File: src/rtl/tqvp_ptc_multi.sv
// Multi-channel PWM / timer / input-capture peripheral on the TinyQV peripheral bus.
// NCH channels share one prescaler and one write-1-to-clear interrupt status register.
module tqvp_ptc_multi #(
    parameter int unsigned NCH = 3,
    parameter int unsigned CW  = 16,
    parameter int unsigned PSW = 8
) (
    input  logic        clk,
    input  logic        rst_n,
    input  logic [7:0]  ui_in,
    output logic [7:0]  uo_out,
    input  logic [5:0]  address,
    input  logic [31:0] data_in,
    input  logic [1:0]  data_write_n,
    input  logic [1:0]  data_read_n,
    output logic [31:0] data_out,
    output logic        data_ready,
    output logic        user_interrupt
);

    localparam int unsigned CTW      = 9;
    localparam int unsigned STW      = 11;
    localparam int unsigned B_EN     = 0;
    localparam int unsigned B_ECLK   = 1;
    localparam int unsigned B_NEC    = 2;
    localparam int unsigned B_SINGLE = 3;
    localparam int unsigned B_OE     = 4;
    localparam int unsigned B_INTE   = 5;
    localparam int unsigned B_CAPTE  = 6;
    localparam int unsigned B_POL    = 7;
    localparam int unsigned B_RST    = 8;

    logic [CW-1:0]  cntr_q    [NCH];
    logic [CW-1:0]  cntr_d    [NCH];
    logic [CW-1:0]  hrc_sh_q  [NCH];
    logic [CW-1:0]  hrc_sh_d  [NCH];
    logic [CW-1:0]  lrc_sh_q  [NCH];
    logic [CW-1:0]  lrc_sh_d  [NCH];
    logic [CW-1:0]  hrc_act_q [NCH];
    logic [CW-1:0]  hrc_act_d [NCH];
    logic [CW-1:0]  lrc_act_q [NCH];
    logic [CW-1:0]  lrc_act_d [NCH];
    logic [CTW-1:0] ctrl_q    [NCH];
    logic [CTW-1:0] ctrl_d    [NCH];
    logic [NCH-1:0] pwm_q, pwm_d;

    logic [5:0]     sync1_q, sync2_q, edge_q;
    logic [5:0]     rise, fall;
    logic [PSW-1:0] psc_q, psc_d, prescale_q, prescale_d;
    logic [STW-1:0] status_q, status_d, status_set;

    logic           wr, rd, aligned, glb_sel, psc_tick;
    logic           wr_status, wr_prescale, wr_sync;
    logic [1:0]     reg_sel;
    logic [NCH-1:0] ch_sel, tick, cnt_ev, per_end, wrap, hrc_hit, cap_r, cap_f;
    logic           unused_ok;

    // Bus decode
    assign wr          = data_write_n != 2'b11;
    assign rd          = data_read_n != 2'b11;
    assign aligned     = address[1:0] == 2'b00;
    assign reg_sel     = address[3:2];
    assign glb_sel     = aligned && (address[5:4] == 2'b11);
    assign wr_status   = wr && glb_sel && (reg_sel == 2'd0);
    assign wr_prescale = wr && glb_sel && (reg_sel == 2'd1);
    assign wr_sync     = wr && glb_sel && (reg_sel == 2'd2);
    assign data_ready  = rd;
    assign unused_ok   = ^{data_in, ui_in[7]};

    // Edge detect on the third stage of the pin synchroniser
    assign rise     = sync2_q & ~edge_q;
    assign fall     = ~sync2_q & edge_q;
    assign psc_tick = psc_q >= prescale_q;

    // Per-channel event decode
    always_comb begin
        ch_sel  = '0;
        tick    = '0;
        cnt_ev  = '0;
        per_end = '0;
        wrap    = '0;
        hrc_hit = '0;
        cap_r   = '0;
        cap_f   = '0;
        for (int c = 0; c < NCH; c++) begin
            ch_sel[c]  = aligned && (address[5:4] == 2'(c));
            tick[c]    = ctrl_q[c][B_ECLK] ? (ctrl_q[c][B_NEC] ? fall[c] : rise[c]) : psc_tick;
            cnt_ev[c]  = ctrl_q[c][B_EN] & tick[c] & ~ctrl_q[c][B_RST];
            per_end[c] = cnt_ev[c] & ~ctrl_q[c][B_CAPTE] & (cntr_q[c] == lrc_act_q[c]);
            wrap[c]    = cnt_ev[c] & ctrl_q[c][B_CAPTE] & (cntr_q[c] == {CW{1'b1}});
            hrc_hit[c] = cnt_ev[c] & (cntr_q[c] == hrc_act_q[c] - CW'(1));
            cap_r[c]   = ctrl_q[c][B_CAPTE] & rise[3+c];
            cap_f[c]   = ctrl_q[c][B_CAPTE] & fall[3+c];
        end
    end

    // Per-channel next state; later assignments carry higher priority
    always_comb begin
        for (int c = 0; c < NCH; c++) begin
            cntr_d[c]    = cntr_q[c];
            hrc_sh_d[c]  = hrc_sh_q[c];
            lrc_sh_d[c]  = lrc_sh_q[c];
            hrc_act_d[c] = hrc_act_q[c];
            lrc_act_d[c] = lrc_act_q[c];
            ctrl_d[c]    = ctrl_q[c];

            if (per_end[c]) begin
                if (ctrl_q[c][B_SINGLE]) begin
                    ctrl_d[c][B_EN] = 1'b0;
                end else begin
                    cntr_d[c] = '0;
                end
            end else if (cnt_ev[c]) begin
                cntr_d[c] = cntr_q[c] + CW'(1);
            end
            if (ctrl_q[c][B_RST]) begin
                cntr_d[c] = '0;
            end
            if (wr_sync && data_in[c]) begin
                cntr_d[c] = '0;
            end
            if (wr && ch_sel[c] && (reg_sel == 2'd0)) begin
                cntr_d[c] = data_in[CW-1:0];
            end

            if (per_end[c] || !ctrl_q[c][B_EN]) begin
                hrc_act_d[c] = hrc_sh_q[c];
                lrc_act_d[c] = lrc_sh_q[c];
            end
            if (cap_r[c]) begin
                hrc_sh_d[c]  = cntr_q[c];
                hrc_act_d[c] = cntr_q[c];
            end
            if (cap_f[c]) begin
                lrc_sh_d[c]  = cntr_q[c];
                lrc_act_d[c] = cntr_q[c];
            end
            if (wr && ch_sel[c] && (reg_sel == 2'd1)) begin
                hrc_sh_d[c] = data_in[CW-1:0];
            end
            if (wr && ch_sel[c] && (reg_sel == 2'd2)) begin
                lrc_sh_d[c] = data_in[CW-1:0];
            end
            if (wr && ch_sel[c] && (reg_sel == 2'd3)) begin
                ctrl_d[c] = data_in[CTW-1:0];
            end
        end
    end

    // PWM pin value, registered one clock behind the compare
    always_comb begin
        pwm_d = '0;
        for (int c = 0; c < NCH; c++) begin
            pwm_d[c] = ctrl_q[c][B_OE]
                     & ((ctrl_q[c][B_EN] & (cntr_q[c] < hrc_act_q[c])) ^ ctrl_q[c][B_POL]);
        end
    end

    // Shared prescaler and interrupt status (a set beats a same-cycle clear)
    always_comb begin
        psc_d      = (wr_sync || psc_tick) ? '0 : psc_q + PSW'(1);
        prescale_d = wr_prescale ? data_in[PSW-1:0] : prescale_q;
        status_set = '0;
        for (int c = 0; c < NCH; c++) begin
            if (ctrl_q[c][B_INTE]) begin
                status_set[c]   = per_end[c] | wrap[c];
                status_set[4+c] = hrc_hit[c];
                status_set[8+c] = cap_r[c] | cap_f[c];
            end
        end
        status_d = (status_q & ~(wr_status ? data_in[STW-1:0] : {STW{1'b0}})) | status_set;
    end

    always_ff @(posedge clk or negedge rst_n) begin
        if (!rst_n) begin
            for (int c = 0; c < NCH; c++) begin
                cntr_q[c]    <= '0;
                hrc_sh_q[c]  <= '0;
                lrc_sh_q[c]  <= '0;
                hrc_act_q[c] <= '0;
                lrc_act_q[c] <= '0;
                ctrl_q[c]    <= '0;
            end
            pwm_q      <= '0;
            sync1_q    <= '0;
            sync2_q    <= '0;
            edge_q     <= '0;
            psc_q      <= '0;
            prescale_q <= '0;
            status_q   <= '0;
        end else begin
            for (int c = 0; c < NCH; c++) begin
                cntr_q[c]    <= cntr_d[c];
                hrc_sh_q[c]  <= hrc_sh_d[c];
                lrc_sh_q[c]  <= lrc_sh_d[c];
                hrc_act_q[c] <= hrc_act_d[c];
                lrc_act_q[c] <= lrc_act_d[c];
                ctrl_q[c]    <= ctrl_d[c];
            end
            pwm_q      <= pwm_d;
            sync1_q    <= ui_in[5:0];
            sync2_q    <= sync1_q;
            edge_q     <= sync2_q;
            psc_q      <= psc_d;
            prescale_q <= prescale_d;
            status_q   <= status_d;
        end
    end

    // Combinational read-back; reads return the shadow compare registers
    always_comb begin
        data_out = '0;
        if (rd && glb_sel) begin
            case (reg_sel)
                2'd0:    data_out = 32'(status_q);
                2'd1:    data_out = 32'(prescale_q);
                default: data_out = '0;
            endcase
        end else if (rd) begin
            for (int c = 0; c < NCH; c++) begin
                if (ch_sel[c]) begin
                    case (reg_sel)
                        2'd0:    data_out = 32'(cntr_q[c]);
                        2'd1:    data_out = 32'(hrc_sh_q[c]);
                        2'd2:    data_out = 32'(lrc_sh_q[c]);
                        default: data_out = 32'(ctrl_q[c]);
                    endcase
                end
            end
        end
    end

    always_comb begin
        uo_out = '0;
        for (int c = 0; c < NCH; c++) begin
            uo_out[1+c] = pwm_q[c];
        end
    end

    assign user_interrupt = |status_q;

endmodule

File: config.mk
export PLATFORM = sky130hd
export DESIGN_NAME = tqvp_ptc_multi
export DESIGN_NICKNAME = d
export VERILOG_FILES = /design/src/rtl/tqvp_ptc_multi.sv
export SDC_FILE = /design/constraint.sdc
export NUM_CORES = 1
export LEC_CHECK = 0
export ABC_AREA = 1
export CAP_MARGIN = 15
export CORE_MARGIN = 3
export CORE_UTILIZATION = 45
export CTS_CLUSTER_DIAMETER = 40
export DETAILED_ROUTE_END_ITERATION = 10
export PLACE_DENSITY = 0.62
export SLEW_MARGIN = 20
export SYNTH_ARGS = -nofsm -noshare
export SYNTH_HDL_FRONTEND = slang
export SYNTH_SLANG_ARGS = --single-unit
File: constraint.sdc
create_clock -name clk -period 3.5 [get_ports clk]
set_input_delay 0.7 -clock clk [delete_from_list [all_inputs] [get_ports clk]]
set_output_delay 0.7 -clock clk [all_outputs]
set_load 0.05 [all_outputs]
==> impl_metrics.yaml <==
floorplan:
  io_pins: 94
  core-area_sq_um: 43460
  initial_core_util_pct: 45.91
  dieWidth_um: 216.6
  die_h_um: 216.6
  die-area_sq_um: 46890
  num_rows: 76
clock_tree:
  cts-root-buf: "clkbuf_16"
  clock_latency_ps: 640
  cts_buffers: 56
  cts_num_sinks: 315
  cts_tree: "built"
  clk_pin_slew_ps: 50
  clk_path_buf_depth: 3
  htreeDepth: 2
  cts_hold_buf: 0
power:
  p_sw_mw: 6.174
  power_density_nw_per_um2: 686.1
  peakVddDrop_v: 0.0004963
  combPwrFrac_pct: 30.7
  internal_power_mw: 9.986
  p_sw_share_pct: 38.21
  clock_power_share_pct: 36.0
  seq_power_share_pct: 33.3
  power.leakage_nw: 10.77
synthesis:
  avgSynthCellArea_sq_um: 7.394
  synthTopCellsByArea: "dfrtp_1 (40%), nand2_1 (14%), o21ai_0 (9.3%), inv_1 (4.8%), ha_1 (4.0%)"
  synth.most_common_cell: "nand2_1"
  netlist_top_cells_count: "nand2_1 (739), o21ai_0 (371), dfrtp_1 (315), inv_1 (253), nor2_1 (155)"
  synth_seq_cells: 315
  synthDistinctLibCells: 53
  synth_largest_area_cell: "dfrtp_1"
  synth_area_sq_um: 19950
  synth_top_area_share_pct: 39.51
  ys_warn_count: 0
  synth_ff_type: "dfrtp_1"
  synth-seq-area-share_pct: 39.51
  async_flop_share_pct: 100.0
  synth_edf_count: 0
  synth_cells: 2698
drt:
  dr.pass1.iters: 6
  vias: 19070
  drc_errors: 0
  drt_iter0_drc: 1687
  finalWirelength_um: 70140
  antenna_left: 0
  viasPerCell: 5.602
  wire_per_inst_um: 20.60
place:
  gp_congestion: 0.9717
  place_hpwl_um: 51850
  placed_area_sq_um: 21520
  portBuffers: 54
  place_ws_ps: -152.1
layout:
  n_antenna_cell: 0
  nets: 2888
  final_layout_size_suffix_gt1_share_pct: 11.84
  regArea_sq_um: 7883
  area_growth_pct: 18.06
  fill_cells: 4147
  postLayoutCoreUtil_pct: 54.20
  multi_input_area_sq_um: 10330
  postLayoutCellArea_sq_um: 23550
sta:
  relSlewSlack_pct: 36.86
  setup_viol: 0
  fin_tns_setup_ps: 0
  rsz0062_at_grt: "false"
  drv_slew: 0
  fin_skew_ps: 36.14
  post-route-period-util_pct: 97.53
  fin_crit_ps: 3414
  finalHoldViolations: 0
  max_freq_ghz: 0.2929
  setup_ws_ps: 86.31
  tightest_slew_ps: 944.1
worst_setup_path:
  critical_path_class: "in -> out"
  crit_slowest_cell: "clkdlybuf4s50_1"
  worstSetupEndpointType: "output pin"
  reg2reg_from: "prescale_q[5]"
  arrival_ps: 2710
  slowest_delay_ps: 510
  r2r_slack_ps: 590
  path_cells: "clkdlybuf4s50_1 > inv_2 > nor3_4 > buf_4 > a21oi_1 > o21ai_0 > nand3_1 > inv_1 > buf_12"
  path_max_fanout: 10
  rr_endpoint: "lrc_act_q[43]"
  critPathRequiredTime_ps: 2800
  start_kind: "input port"
  rr_worst_depth: 14
global_routing:
  grt-ovfl-total: 0
  grt_max_degree: 83
  grt_usage_pct: 30.02
  grt_antenna_before_repair: 1
  grt_pass1_vias: 18450
  grt_pass1_wl_um: 108700
status:
  status: "finished clean"
min_path:
  min_path_type: "in -> async"
flow_run:
  drv_cap: 0
cell usage in the layout, fill, tap and decap left out, drive strengths merged, types with 34 or more instances in the layout:
cell	count
xor2	68
nand3	152
nand2	763
a21oi	84
nor2	174
inv	285
dfrtp	315
ha	63
clkbuf	64
buf	108
clkdlybuf4s50	34
nor3	35
o21ai	451
cells by family (layout without fill, tap and decap cells):
group / count (synthesis) / count (layout) / synth area share, %
other cells: 1 / 21 / 0.01880
buf+inv: 425 / 527 / 9.339
fa+ha+maj: 63 / 63 / 3.951
compound gates: 609 / 609 / 16.78
xor+xnor: 98 / 98 / 4.303
mux: 3 / 3 / 0.1693
simple gates: 1184 / 1184 / 25.92
flops: 315 / 315 / 39.51
layer usage:
metal  track usage [%]  routed length [um]
met1             40.03               29080
met2             46.92               31500
met3             6.870                6017
met4             13.13                3508
met5                 0                  27
power groups by stage:
| stage | Combinational, mW | Clock, mW | Sequential [mW] |
|---|---|---|---|
| final | 4.96 | 5.82 | 5.38 |
| after global routing | 5.64 | 6.06 | 5.49 |
| after CTS | 4.93 | 5.89 | 5.36 |
| after detailed placement | 4.89 | 0 | 5.41 |
| after global placement | 4.75 | 0 | 5.37 |
| after floorplan | 3.66 | 0 | 5.09 |
worst max-delay path, delay by kind of cell:
kind / cells / cell delay (ps)
compound gates: 2 / 240
buf+inv: 5 / 1140
simple gates: 2 / 620
per-stage QoR:
step / power, mW / cells / hold slack, ps
after global routing: 17.20 / 3405 / 143.8
after CTS: 16.17 / 3405 / 113.9
after floorplan: 8.747 / 2718 / 331.2
final: 16.16 / 3405 / 105.8
after global placement: 10.13 / 3300 / 334.3
after detailed placement: 10.30 / 3300 / 337.9
registers in the layout, summed over array words and instances (netlist names):
name        flops
cntr_q         48
hrc_act_q      48
hrc_sh_q       48
lrc_act_q      48
lrc_sh_q       48
ctrl_q         27
status_q       11
prescale_q      8
psc_q           8
edge_q          6
sync1_q         6
sync2_q         6
pwm_q           3
worst max-delay path by stage:
stage,start,endpoint,slack (ps),depth (start not counted)
4_1_cts,address[5],data_out[1],40,8
3_3_place_gp,address[3],cntr_q[45],-160,11
2_1_floorplan,address[3],data_out[5],620,9
6_report,address[4],data_out[11],90,9
5_1_grt,address[3],data_out[10],30,12
3_5_place_dp,address[3],cntr_q[46],-150,11
layout make-up:
class	count	area share (%)
well taps	585	3.108
flip-flops and latches	315	33.47
inverters	278	4.452
clock inverters	41	2.322
repair buffers	144	6.534
clock buffers	64	6.247
multi-input cells	1978	43.87
timing repair:
item                                   4_1_cts  5_1_grt
pin swaps                                    1        0
endpoints found under the hold margin        0        0
buffers inserted                             0        0
resized for setup                            5        1
setup endpoints to repair                   11        8
Note: power is estimated with default switching activity, not from simulation.
